[src/rtl/goomba_collision_judge.sv]
// Collision judge between Mario and one Goomba: decides stomp vs. side hit on each
// frame tick, runs the Goomba's ALIVE/SQUASHED/GONE lifecycle and keeps a stomp score.
module goomba_collision_judge #(
    parameter int CHARACTER_WIDTH = 42,
    parameter int STOMP_MARGIN    = 12,
    parameter int SQUASH_FRAMES   = 30
) (
    input  logic               vga_clock,
    input  logic               reset,
    input  logic               frame_tick,
    input  logic signed [31:0] mario_x,
    input  logic signed [31:0] mario_y,
    input  logic signed [31:0] goomba_x,
    input  logic signed [31:0] goomba_y,
    output logic               lose,
    output logic               stomp,
    output logic               goomba_visible,
    output logic               goomba_squashed,
    output logic [15:0]        score
);

    // A zero (or negative) squash length still shows the squashed sprite for one tick.
    localparam int SQ_LOAD = (SQUASH_FRAMES < 1) ? 1 : SQUASH_FRAMES;
    localparam int CNT_W   = $clog2(SQ_LOAD + 1);

    typedef enum logic [1:0] {
        ST_ALIVE    = 2'd0,
        ST_SQUASHED = 2'd1,
        ST_GONE     = 2'd2
    } state_t;

    function automatic logic signed [31:0] abs32(input logic signed [31:0] v);
        abs32 = (v < 32'sd0) ? -v : v;
    endfunction

    state_t             state_q, state_d;
    logic [CNT_W-1:0]   cnt_q, cnt_d;
    logic               lose_q, lose_d;
    logic               stomp_q, stomp_d;
    logic               visible_q, visible_d;
    logic               squashed_q, squashed_d;
    logic [15:0]        score_q, score_d;

    logic signed [31:0] dx_s, dy_s, rel_s;
    logic               overlap_s, stomp_hit_s, side_hit_s;

    // Geometry: box overlap, and how far Mario's feet sink below the Goomba's top edge.
    always_comb begin
        dx_s        = mario_x - goomba_x;
        dy_s        = mario_y - goomba_y;
        rel_s       = mario_y + CHARACTER_WIDTH - goomba_y;
        overlap_s   = (abs32(dx_s) < CHARACTER_WIDTH) && (abs32(dy_s) < CHARACTER_WIDTH);
        stomp_hit_s = overlap_s && (rel_s <= STOMP_MARGIN);
        side_hit_s  = overlap_s && !stomp_hit_s;
    end

    // Next-state logic; a latched lose freezes everything except reset.
    always_comb begin
        state_d = state_q;
        cnt_d   = cnt_q;
        lose_d  = lose_q;
        stomp_d = 1'b0;
        score_d = score_q;
        if (frame_tick && !lose_q) begin
            case (state_q)
                ST_ALIVE: begin
                    if (stomp_hit_s) begin
                        state_d = ST_SQUASHED;
                        cnt_d   = CNT_W'(SQ_LOAD);
                        stomp_d = 1'b1;
                        score_d = (score_q == 16'hFFFF) ? score_q : score_q + 16'd1;
                    end else if (side_hit_s) begin
                        lose_d = 1'b1;
                    end else begin
                        lose_d = lose_q;
                    end
                end
                ST_SQUASHED: begin
                    if (cnt_q <= CNT_W'(1)) begin
                        state_d = ST_GONE;
                        cnt_d   = '0;
                    end else begin
                        cnt_d = cnt_q - CNT_W'(1);
                    end
                end
                ST_GONE: begin
                    state_d = ST_GONE;
                end
                default: begin
                    state_d = ST_ALIVE;
                    cnt_d   = '0;
                end
            endcase
        end else begin
            state_d = state_q;
        end
        visible_d  = (state_d != ST_GONE);
        squashed_d = (state_d == ST_SQUASHED);
    end

    // State and registered outputs.
    always_ff @(posedge vga_clock or posedge reset) begin
        if (reset) begin
            state_q    <= ST_ALIVE;
            cnt_q      <= '0;
            lose_q     <= 1'b0;
            stomp_q    <= 1'b0;
            visible_q  <= 1'b1;
            squashed_q <= 1'b0;
            score_q    <= 16'd0;
        end else begin
            state_q    <= state_d;
            cnt_q      <= cnt_d;
            lose_q     <= lose_d;
            stomp_q    <= stomp_d;
            visible_q  <= visible_d;
            squashed_q <= squashed_d;
            score_q    <= score_d;
        end
    end

    assign lose            = lose_q;
    assign stomp           = stomp_q;
    assign goomba_visible  = visible_q;
    assign goomba_squashed = squashed_q;
    assign score           = score_q;

endmodule

[config.mk]
export PLATFORM = sky130hd
export DESIGN_NAME = goomba_collision_judge
export DESIGN_NICKNAME = d
export VERILOG_FILES = /design/src/rtl/goomba_collision_judge.sv
export SDC_FILE = /design/constraint.sdc
export NUM_CORES = 1
export LEC_CHECK = 0
export CAP_MARGIN = 25
export CORE_ASPECT_RATIO = 1.4
export CORE_MARGIN = 1
export CORE_UTILIZATION = 51
export CTS_CLUSTER_SIZE = 8
export DETAILED_ROUTE_END_ITERATION = 8
export PLACE_DENSITY = 0.81
export SYNTH_ARGS = -nofsm -noshare
export SYNTH_HDL_FRONTEND = slang
export SYNTH_SLANG_ARGS = --single-unit
[constraint.sdc]
create_clock -name vga_clock -period 3.1 [get_ports vga_clock]
set_clock_uncertainty 0.1 [all_clocks]
set_input_delay 0.465 -clock vga_clock [delete_from_list [all_inputs] [get_ports vga_clock]]
set_output_delay 0.465 -clock vga_clock [all_outputs]
set_load 0.02 [all_outputs]
==> key figures, run 1 <==
Logic synthesis
  – Synth area leaders: ha_1, dfrtp_1, fa_1
  – Distinct cells, synth: 104
  – Register area share after synthesis: 6.22%
  – Synth Warn #: 0
  – Synth Flop Type: dfrtp_1
  – Number of flops mapped to enable cells by yosys: 0
  – Syn Nets: 1795
  – Share of the synthesized area in the top cell type: 11.6%
  – Syn avg cell area: 7.09 um2
  – Asr flop ratio synth: 100%
  – Synth area leader: ha_1
  – FF+latch count, synth: 27
  – Synth Instances: 1534
  – Post-Syn Area: 0.0109 mm2

Clocking
  – Post-CTS Hold Buffers: 0
  – CTS HTree Levels: 1
  – Clock sink total: 27
  – Clock Tree Buf Depth: 2
  – CTS Buf Count: 3
  – Clock root cell: clkbuf_16

Status
  – Run Error: [ERROR GRT-0116] Global routing finished with congestion. Check the congestion regions in the DRC Viewer.
  – Status: stopped before the end
  – Failed at: global routing (5_1_grt)

Global routing
  – First-pass GRT wire length: 104 mm
  – Grt ovf: 85
  – Vias in the first global route: 19591
  – Gr usage total: 60.6%
  – Largest net degree at the start of global routing: 28

Place
  – Port Buffers: 150
  – Detailed-placement wirelength estimate: 38.3 mm
  – Gp weighted congestion: 0.997

Die
  – # rows: 62
  – Ports: 151
  – Die W: 125 um
  – Die Y: 175 um
  – Initial core utilization: 52.5%
synth_stat cells, types with 24 or more instances:
library cell / number
a211oi_1: 24
a21o_1: 33
a21oi_1: 101
a31oi_1: 38
and2_1: 26
clkbuf_1: 42
dfrtp_1: 26
fa_1: 29
ha_1: 101
inv_1: 125
nand2_1: 137
nand3_1: 59
nand4_1: 37
nor2_1: 111
nor3_1: 56
nor4_1: 29
o21ai_0: 80
xnor2_1: 49
xor2_1: 32
stage by stage:
step / setup slack [ns] / util, % / std cells / cell area (um2)
CTS: -1.99 / 87.9 / 2522 / 18200
detailed placement: -2.83 / 82.1 / 2474 / 17000
global placement: -2.69 / 82.1 / 2474 / 17000
floorplan: -1.81 / - / 1534 / 11000
timing repair:
action | CTS
endpoints found under the setup margin | 25
cloned | 2
resized for setup | 207
buffers inserted | 42
pin swaps | 113
logic make-up after synthesis:
kind of cell / after synthesis / share of synthesized area, %
AOI/OAI and AO/OA: 500 / 32.8
xor gates and xnor gates: 83 / 6.82
adders and majority gates: 130 / 17.0
buffers and inverters: 183 / 6.59
DFF: 27 / 6.22
muxes: 16 / 1.54
and+or+nand+nor: 595 / 29.1
metal layers:
metal / GRT overflow / track usage [%]
met1: 0 / 53.8
met2: 51 / 92.3
met3: 0 / 31.4
met4: 34 / 70.7
met5: 0 / 2.49
==> run 2: changes to the inputs <==
Settings changed: CORE_ASPECT_RATIO 1.4 to not set, CORE_UTILIZATION 51 to 36, CTS_CLUSTER_SIZE 8 to not set, PLACE_DENSITY 0.81 to not set, PLACE_DENSITY_LB_ADDON set to 0.15.
==> key figures, run 2 <==
STA
  – Pins Over Slew Limit: 0
  – Fin crit period: 5.08 ns
  – RSZ-0062 raised after global routing: yes
  – Setup WS post-layout: -1.98 ns
  – Setup Viol. Count Final: 25
  – Period utilization: 164%
  – Fmax: 0.197 GHz
  – Final Hold Viols: 0
  – Slew headroom: 53.5%
  – Min Hold Slack: 0.393 ns
  – Worst Tran Pin Value: 0.690 ns

Logic synthesis
  – Synth Flop Type: dfrtp_1
  – FF+latch count, synth: 27 (unchanged)
  – Number of flops mapped to enable cells by yosys: 0 (unchanged)
  – Syn avg cell area: 7.09 um2 (unchanged)
  – Distinct cells, synth: 104 (unchanged)
  – Post-Syn Area: 0.0109 mm2 (unchanged)
  – Synth area leader: ha_1
  – Synth Instances: 1534 (unchanged)
  – Synth area leaders: ha_1, dfrtp_1, fa_1
  – Top cells by count, synth: nand2_1, inv_1, nor2_1
  – Register area share after synthesis: 6.22% (unchanged)
  – Top-count cell post-synth: nand2_1
  – Share of the synthesized area in the top cell type: 11.6% (unchanged)
  – Syn Nets: 1795 (unchanged)
  – Asr flop ratio synth: 100% (unchanged)
  – Synth Warn #: 0 (unchanged)

Layout
  – Max reg flops: 16
  – Commonest non-fill, non-tap cell in the layout: buf_4
  – Footprint of the multi-input gates: 0.0109 mm2
  – Most frequent cells in the layout: buf_4, nand2_1, nor2_1
  – Register area: 677 um2
  – Area grow syn2layout: 79.2%
  – Final instance area: 0.0195 mm2
  – FILL cells: 2543
  – Final std cells w/o fill: 2711
  – Final nets: 2583
  – Diodes inserted: 0
  – Share of cells above drive strength 1: 42.1%

Drt
  – DRT iter0 DRCs: 786
  – Routed WL: 44.4 mm
  – DRT antenna net count: 0
  – Drt via density: 5.50
  – Vias: 14897
  – DRC violations left: 0
  – Pre-antenna DRT Iters: 5
  – WL/cell: 16.4 um

Power and ir drop
  – PwrDens: 281 mW/mm2
  – Leak: 8.98 nW
  – VDD IR max: 0.211 mV

Die
  – Die area: 0.0309 mm2
  – Die Y: 176 um (+0.59%)
  – Die W: 176 um (+40%)
  – # rows: 63 (+1.6%)
  – CORE AREA: 0.0297 mm2
  – Ports: 151 (unchanged)
  – Initial core utilization: 36.6% (-16 points)

Min path
  – Worst hold-check path type: reg2reg

Global routing
  – Gr usage total: 27.5%
  – Vias in the first global route: 14606
  – First-pass GRT wire length: 70.9 mm
  – Initial antenna violation count: 0
  – Routing usage on met3: 0.952%
  – GR Util met1: 35.7%
  – Met2 usage: 50.5%
  – Largest net degree at the start of global routing: 28
  – Grt ovf: 0
  – Busiest grt layer: met2

Clocking
  – Clock sink total: 27 (unchanged)
  – CTS clock-pin slew for the worst setup and hold paths: 0.07 ns
  – Clk Latency, worst-skew pair: 0.27 ns
  – CTS tree: yes
  – CTS Buf Count: 3 (unchanged)
  – CTS HTree Levels: 1 (unchanged)
  – Post-CTS Hold Buffers: 0 (unchanged)
  – Clock root cell: clkbuf_16
  – Clock Tree Buf Depth: 2 (unchanged)

Critical path
  – Worst Setup End Kind: flip-flop
  – Startpoint Class: primary input
  – Crit-path max FO: 5
  – Critical path required time: 3.15 ns
  – CP arrival: 5.12 ns
  – Setup CP Type: in2reg
  – R2r setup slk: 0.21 ns

Place
  – Post-placement cell count: 2614 (+5.7%)
  – DP Area: 0.0173 mm2 (+1.4%)
  – Port Buffers: 150 (unchanged)
  – Detailed-placement wirelength estimate: 35.1 mm (-8.5%)
  – Gp weighted congestion: 0.967 (-3.1%)

Status
  – Status: complete, but fails checks
  – Failing checks: negative setup slack

Job
  – # Max-Cap Violations: 0
run 2: cell counts after synthesis:
No cell type changed its count.
run 2: stage by stage:
step           setup WS [ns]  setup TNS [ns]  utilization, %  total power [mW]
2_1_floorplan          -1.81          -41.92               -              2.43
3_3_place_gp           -2.70          -64.08            58.0              4.50
3_5_place_dp           -2.75          -66.55            58.0              4.52
4_1_cts                -2.01          -47.34            61.9              5.11
5_1_grt                -2.13          -50.51            65.6              5.87
6_report               -1.98          -46.33            65.6              5.48
run 2: power breakdown:
part	internal, mW	switching [mW]	total, mW
Clock	0.176	0.129	0.304
Sequential	0.352	0.0000000000000164	0.352
Combinational	2.45	2.37	4.83
Total	2.98	2.50	5.48
run 2: area by class of cell:
class	instances	area share, %
well taps	390	2.50
flip-flops and latches	27	3.47
inverters	125	2.48
multi-input cells	1325	56.1
clock buffers	3	0.385
clock inverters	1	0.0385
repair buffers	840	35.0
run 2: per-layer routing:
metal,vias to the layer above,wire [um]
met5,-,0
met4,0,878
met3,61,1590
met2,409,22100
met1,7069,19900
li1,7358,-
run 2: path summary, 6_finish.rpt:
path | startpoint | cells after the start | to
worst max-delay path | mario_x[12] | 15 | score[1]
max in group asynchronous | reset | 3 | goomba_visible
worst min register to register | score[7] | 1 | score[7]
worst max register to register | score[4] | 11 | score[1]
min in group asynchronous | reset | 3 | score[5]
worst min-delay path | score[7] | 1 | score[7]
run 2: kinds of logic after synthesis:
logic type      Yosys count  synth area share [%]
simple gates            595                  29.1
flops                    27                  6.22
compound gates          500                  32.8
buf+inv                 183                  6.59
fa+ha+maj               130                  17.0
xor+xnor                 83                  6.82
mux                      16                  1.54
run 2: timing repair:
action,4_1_cts,5_1_grt
endpoints found under the hold margin,0,0
buffers inserted,52,46
pin swaps,86,108
gates resized for setup,188,202
cloned,1,0
endpoints found under the setup margin,25,25
run 2: critical path: stages:
cell             delay, ns
clkdlybuf4s50_1       0.44
ha_4                  0.32
nand2_4               0.06
or2_1                 0.21
a311o_1               0.38
and3b_2               0.24
o21a_1                0.19
or4_4                 0.53
or4_4                 0.54
or2_4                 0.27
o221a_1               0.30
nor4_2                0.29
a31o_2                0.31
o2111ai_4             0.21
mux2_4                0.36
Power figures use the tool's default switching activity.
==> variant 1: new RTL, settings of run 2 <==
Add an input register stage for `frame_tick`, `mario_x`, `mario_y`, `goomba_x` and `goomba_y`, cleared by the reset; this delays them by one clock.
--- a/src/rtl/goomba_collision_judge.sv
+++ b/src/rtl/goomba_collision_judge.sv
@@ -29,6 +29,28 @@
         ST_GONE     = 2'd2
     } state_t;
 
+    logic frame_tick_q;
+    logic signed [31:0] mario_x_q;
+    logic signed [31:0] mario_y_q;
+    logic signed [31:0] goomba_x_q;
+    logic signed [31:0] goomba_y_q;
+
+    always_ff @(posedge vga_clock or posedge reset) begin
+        if (reset) begin
+            frame_tick_q <= '0;
+            mario_x_q    <= '0;
+            mario_y_q    <= '0;
+            goomba_x_q   <= '0;
+            goomba_y_q   <= '0;
+        end else begin
+            frame_tick_q <= frame_tick;
+            mario_x_q    <= mario_x;
+            mario_y_q    <= mario_y;
+            goomba_x_q   <= goomba_x;
+            goomba_y_q   <= goomba_y;
+        end
+    end
+
     function automatic logic signed [31:0] abs32(input logic signed [31:0] v);
         abs32 = (v < 32'sd0) ? -v : v;
     endfunction
@@ -46,9 +68,9 @@
 
     // Geometry: box overlap, and how far Mario's feet sink below the Goomba's top edge.
     always_comb begin
-        dx_s        = mario_x - goomba_x;
-        dy_s        = mario_y - goomba_y;
-        rel_s       = mario_y + CHARACTER_WIDTH - goomba_y;
+        dx_s        = mario_x_q - goomba_x_q;
+        dy_s        = mario_y_q - goomba_y_q;
+        rel_s       = mario_y_q + CHARACTER_WIDTH - goomba_y_q;
         overlap_s   = (abs32(dx_s) < CHARACTER_WIDTH) && (abs32(dy_s) < CHARACTER_WIDTH);
         stomp_hit_s = overlap_s && (rel_s <= STOMP_MARGIN);
         side_hit_s  = overlap_s && !stomp_hit_s;
@@ -61,7 +83,7 @@
         lose_d  = lose_q;
         stomp_d = 1'b0;
         score_d = score_q;
-        if (frame_tick && !lose_q) begin
+        if (frame_tick_q && !lose_q) begin
             case (state_q)
                 ST_ALIVE: begin
                     if (stomp_hit_s) begin
Function: changed (a bounded check fails within 4 cycles, from zero or initial values and one cycle with reset high).
==> variant 1 against run 2 <==
Design area grew 15%; area after synthesis grew 30%; non-clock buffer count shrank 54; worst setup slack gained 61 ps; largest power group unchanged; hold slack lost 80 ps; routed wire length grew 13%; critical endpoint is now score[8]$_DFFE_PP0P_; count of clock-buffer cells in the layout grew 18; global-route usage shrank 2.2 points; sequential cell count grew 129; power grew 64%; the flow still finishes with violations (setup timing).
==> variant 1: results <==
set metrics [dict create \
    status "complete, but fails checks" \
    violations "setup timing" \
    setup_violations 25 \
    dp_slack_ps -2220 \
    worst_pin_slew_ps 843 \
    cp_max_fo 7 \
    buf_share_pct 28.5 \
    nClkBuffers 21 \
    hold_class "input pin to register" \
    worst_slack_ps -1920 \
    syn_inst 1682 \
    clock_latency_ps 490 \
    holdWs_ps 312 \
    dp_hpwl_mm 41.5 \
    inv_count 131 \
    dpl_cell_area_mm2 0.0210 \
    multi_input_comb_area_mm2 0.0104 \
    worstHoldStart "mario_y[10]" \
    routedWlPerCell_um 17.0 \
    met3_usage_pct 4.07 \
    p_leak_nw 10.4 \
    timing.rr.end "score[8]$_DFFE_PP0P_" \
    buffers 786 \
    synth_seq_area_share_pct 27.6 \
    dpl.cell_count 2901 \
    multi_input_gates 1329 \
    post_cts_buffers 9 \
    vdd_drop_max_mv 0.439 \
    r2r_start "mario_y_q[9]$_DFF_PP0_" \
    ys_ff_latch 156 \
    reg2regPathDepth 17 \
    hold-path-endpoint "mario_y_q[10]$_DFF_PP0_" \
    grt_pass1_vias 15600 \
    synth.area.top_cells "dfrtp_1 27%, ha_1 8.9%, fa_1 4.1%" \
    setup_tns_ps -45100 \
    slowest_delay_ps 490 \
    cts_made_buffers 17 \
    grt_max_degree 47 \
    final-seq-area_mm2 0.00391 \
    multi_input_area_share_pct 46.3 \
    route.met2.wl_mm 22.8 \
    routed_wl_mm 50.1 \
    post_cts_resize_count 75 \
    first_iter_violations 943 \
    clkCellAreaFrac_pct 2.75 \
    grt.total_usage_pct 25.3 \
    htree_levels 4 \
    gr-usage-met1_pct 35.4 \
    drive_above_1_share_pct 34.8 \
    via_per_inst 5.27 \
    nFillCells 3526 \
    nets 2682 \
    gp_congestion 0.928 \
    drt-met1-wl_mm 24.4 \
]
==> variant 1: cell count changes in the layout (fill, tap and decap cells not counted), moves of 15 or more <==
cell,delta
nor3_1,+19
ha_4,-32
buf_4,-38
inv_2,-26
buf_6,-21
dlygate4sd2_1,-17
clkdlybuf4s50_1,+55
clkbuf_16,+15
dlymetal6s2s_1,-26
inv_1,+33
dfrtp_1,+129
ha_1,+34
==> variant 1: worst max path at each step <==
stage	from	to	slack, ps	cells after the start
after floorplan	goomba_y_q[4]$_DFF_PP0_	score[14]$_DFFE_PP0P_	-1630	19
after global placement	mario_y_q[0]$_DFF_PP0_	stomp$_DFF_PP0_	-2170	21
after detailed placement	mario_y_q[1]$_DFF_PP0_	score[2]$_DFFE_PP0P_	-2220	23
after CTS	mario_y_q[0]$_DFF_PP0_	score[2]$_DFFE_PP0P_	-1910	21
after global routing	mario_y_q[0]$_DFF_PP0_	score[5]$_DFFE_PP0P_	-2150	22
final	mario_y_q[9]$_DFF_PP0_	score[8]$_DFFE_PP0P_	-1920	17
==> variant 1: power breakdown <==
| group | leakage (nW) | total [W] | internal, W | switching (W) |
|---|---|---|---|---|
| registers | 1.88 | 0.00216 | 0.00212 | 0.0000373 |
| clock network | 0.291 | 0.00220 | 0.00131 | 0.000887 |
| logic | 8.21 | 0.00461 | 0.00226 | 0.00234 |
==> variant 1: kinds of logic (layout without fill, tap and decap cells) <==
logic type,count (synthesis),after routing,share of synthesized area [%]
DFF,156,156,27.6
adders and majority gates,130,130,13.0
muxes,25,25,1.82
AOI/OAI and AO/OA,478,478,23.9
buffers and inverters,197,949,5.55
xor gates and xnor gates,85,85,5.26
and+or+nand+nor,611,611,22.9
==> variant 2: new RTL, settings of run 2 <==
Made on the original files. Change the parameter `SQUASH_FRAMES` from 30 to 15.
--- a/src/rtl/goomba_collision_judge.sv
+++ b/src/rtl/goomba_collision_judge.sv
@@ -3,7 +3,7 @@
 module goomba_collision_judge #(
     parameter int CHARACTER_WIDTH = 42,
     parameter int STOMP_MARGIN    = 12,
-    parameter int SQUASH_FRAMES   = 30
+    parameter int SQUASH_FRAMES   = 15
 ) (
     input  logic               vga_clock,
     input  logic               reset,
Check against the original RTL: no difference found for any inputs over 10 cycles, from zero or initial values and one cycle with reset high; that may be too few to reach the edited logic, so the function may still have changed.
==> variant 2 against run 2 <==
The flow still finishes with violations (setup timing); utilization is 6.5 points higher; worst setup slack lost 110 ps; clock power is 6% lower; design area up 10%; sequential share of layout area shrank 0.44 points; sequential cell count down 1; combinational power increased by 15%; first-iteration DRC count up 38%; area after synthesis up 1.0%; power is 13% higher; routed wire length grew 18%; sequential power fell by 4%; highest routed layer unchanged.
==> variant 2: results <==
set metrics [dict create \
    status "complete, but fails checks" \
    violations "setup timing" \
    worst_pin_slew_ps 823 \
    dp_slack_ps -2900 \
    crit_start "mario_x[11]" \
    synth.area.top_cells "ha_1 11%, dfrtp_1 5.7%, fa_1 5.3%" \
    first_iter_violations 1088 \
    nets 2714 \
    rrSetupSlack_ps 190 \
    cp_max_fo 6 \
    gp_congestion 0.957 \
    worstSetupEndpoint "goomba_squashed$_DFF_PP0_" \
    crit_family "buffers and inverters" \
    nFillCells 2348 \
    vias 16200 \
    reg2regPathDepth 9 \
    synth_seq_area_share_pct 5.93 \
    crit_slowest_cell "clkdlybuf4s50_1" \
    setup_violations 25 \
    hold_class "input pin to async pin" \
    synth_commonest_cells "134 x nor2_1, 127 x inv_1, 123 x nand2_1, 102 x a21oi_1, 101 x ha_1" \
    drive_above_1_share_pct 51.4 \
    grt.total_usage_pct 30.4 \
    internal-power_w 0.00332 \
    routedWlPerCell_um 18.4 \
    syn-num-nets 1848 \
    vdd_drop_max_mv 0.165 \
    grt_max_degree 27 \
    pg_clk_w 0.000287 \
    worst_slack_ps -2080 \
    antenna_found_initial 2 \
]
variant 2: cell count changes after synthesis, sizes merged, moves of 12 or more:
cell / before / now
nor3: 57 / 39
nor2: 111 / 134
xnor2: 49 / 61
xor2: 34 / 22
nand2: 137 / 123
clkbuf: 43 / 60
nand3: 59 / 71
variant 2: layer usage:
metal | vias up | track usage [%] | part of all wire (%)
li1 | 7697 | - | -
met1 | 7740 | 37.0 | 41
met2 | 631 | 56.4 | 51
met3 | 152 | 1.25 | 4.6
met4 | 0 | 10.8 | 4.4
met5 | - | 0 | 0
variant 2: area by class of cell:
class | instances | area [um^2] | area share [%]
diodes | 2 | 5.00 | 0.0233
clock buffers | 4 | 78.8 | 0.367
inverters | 127 | 507 | 2.36
multi-input cells | 1368 | 12300 | 57.5
flip-flops and latches | 26 | 652 | 3.04
well taps | 390 | 488 | 2.27
repair buffers | 927 | 7400 | 34.5
variant 2: timing repair:
action | 4_1_cts | 5_1_grt
pin swaps | 154 | 146
endpoints found under the setup margin | 25 | 25
gates cloned | 0 | 1
resized for setup | 463 | 288
buffers inserted | 84 | 40
variant 2: worst min-delay path by stage:
stage | from | to | cells after the start
5_1_grt | score[13]$_DFFE_PP0P_ | score[13]$_DFFE_PP0P_ | 1
4_1_cts | score[11]$_DFFE_PP0P_ | score[11]$_DFFE_PP0P_ | 1
3_3_place_gp | score[8]$_DFFE_PP0P_ | score[8]$_DFFE_PP0P_ | 1
3_5_place_dp | score[14]$_DFFE_PP0P_ | score[14]$_DFFE_PP0P_ | 1
2_1_floorplan | reset | cnt_q[0]$_DFFE_PP0P_ | 1
6_report | reset | state_q[1]$_DFF_PP0_ | 2
variant 2: metrics by stage:
step | area (um^2) | utilization, % | instances | setup TNS, ps | hold WS (ps)
after global placement | 17900 | 60.0 | 2717 | -69600 | 376
after CTS | 19900 | 66.8 | 2805 | -44190 | 393
after detailed placement | 17900 | 60.0 | 2717 | -70030 | 384
after floorplan | 11300 | - | 1587 | -42160 | 399
final | 21500 | 72.0 | 2844 | -49540 | 385
after global routing | 21500 | 72.0 | 2844 | -51860 | 415
variant 2: cell families (layout without fill, tap and decap cells):
kind of cell | count (synthesis) | in the layout | share of synthesized area (%)
AND/OR/NAND/NOR | 631 | 631 | 30.1
AO/OA/AOI/OAI | 506 | 506 | 32.1
buffers and inverters | 193 | 1058 | 6.73
adder cells (fa/ha/maj) | 130 | 130 | 16.8
XOR/XNOR | 83 | 83 | 6.61
flip-flops | 26 | 26 | 5.93
multiplexers | 18 | 18 | 1.70
other | 0 | 2 | 0
variant 2: worst register-to-register path, delay by kind of cell (launching register included):
kind	cells	cell delay (ps)
muxes	1	300
DFF	1	410
and+or+nand+nor	8	1980
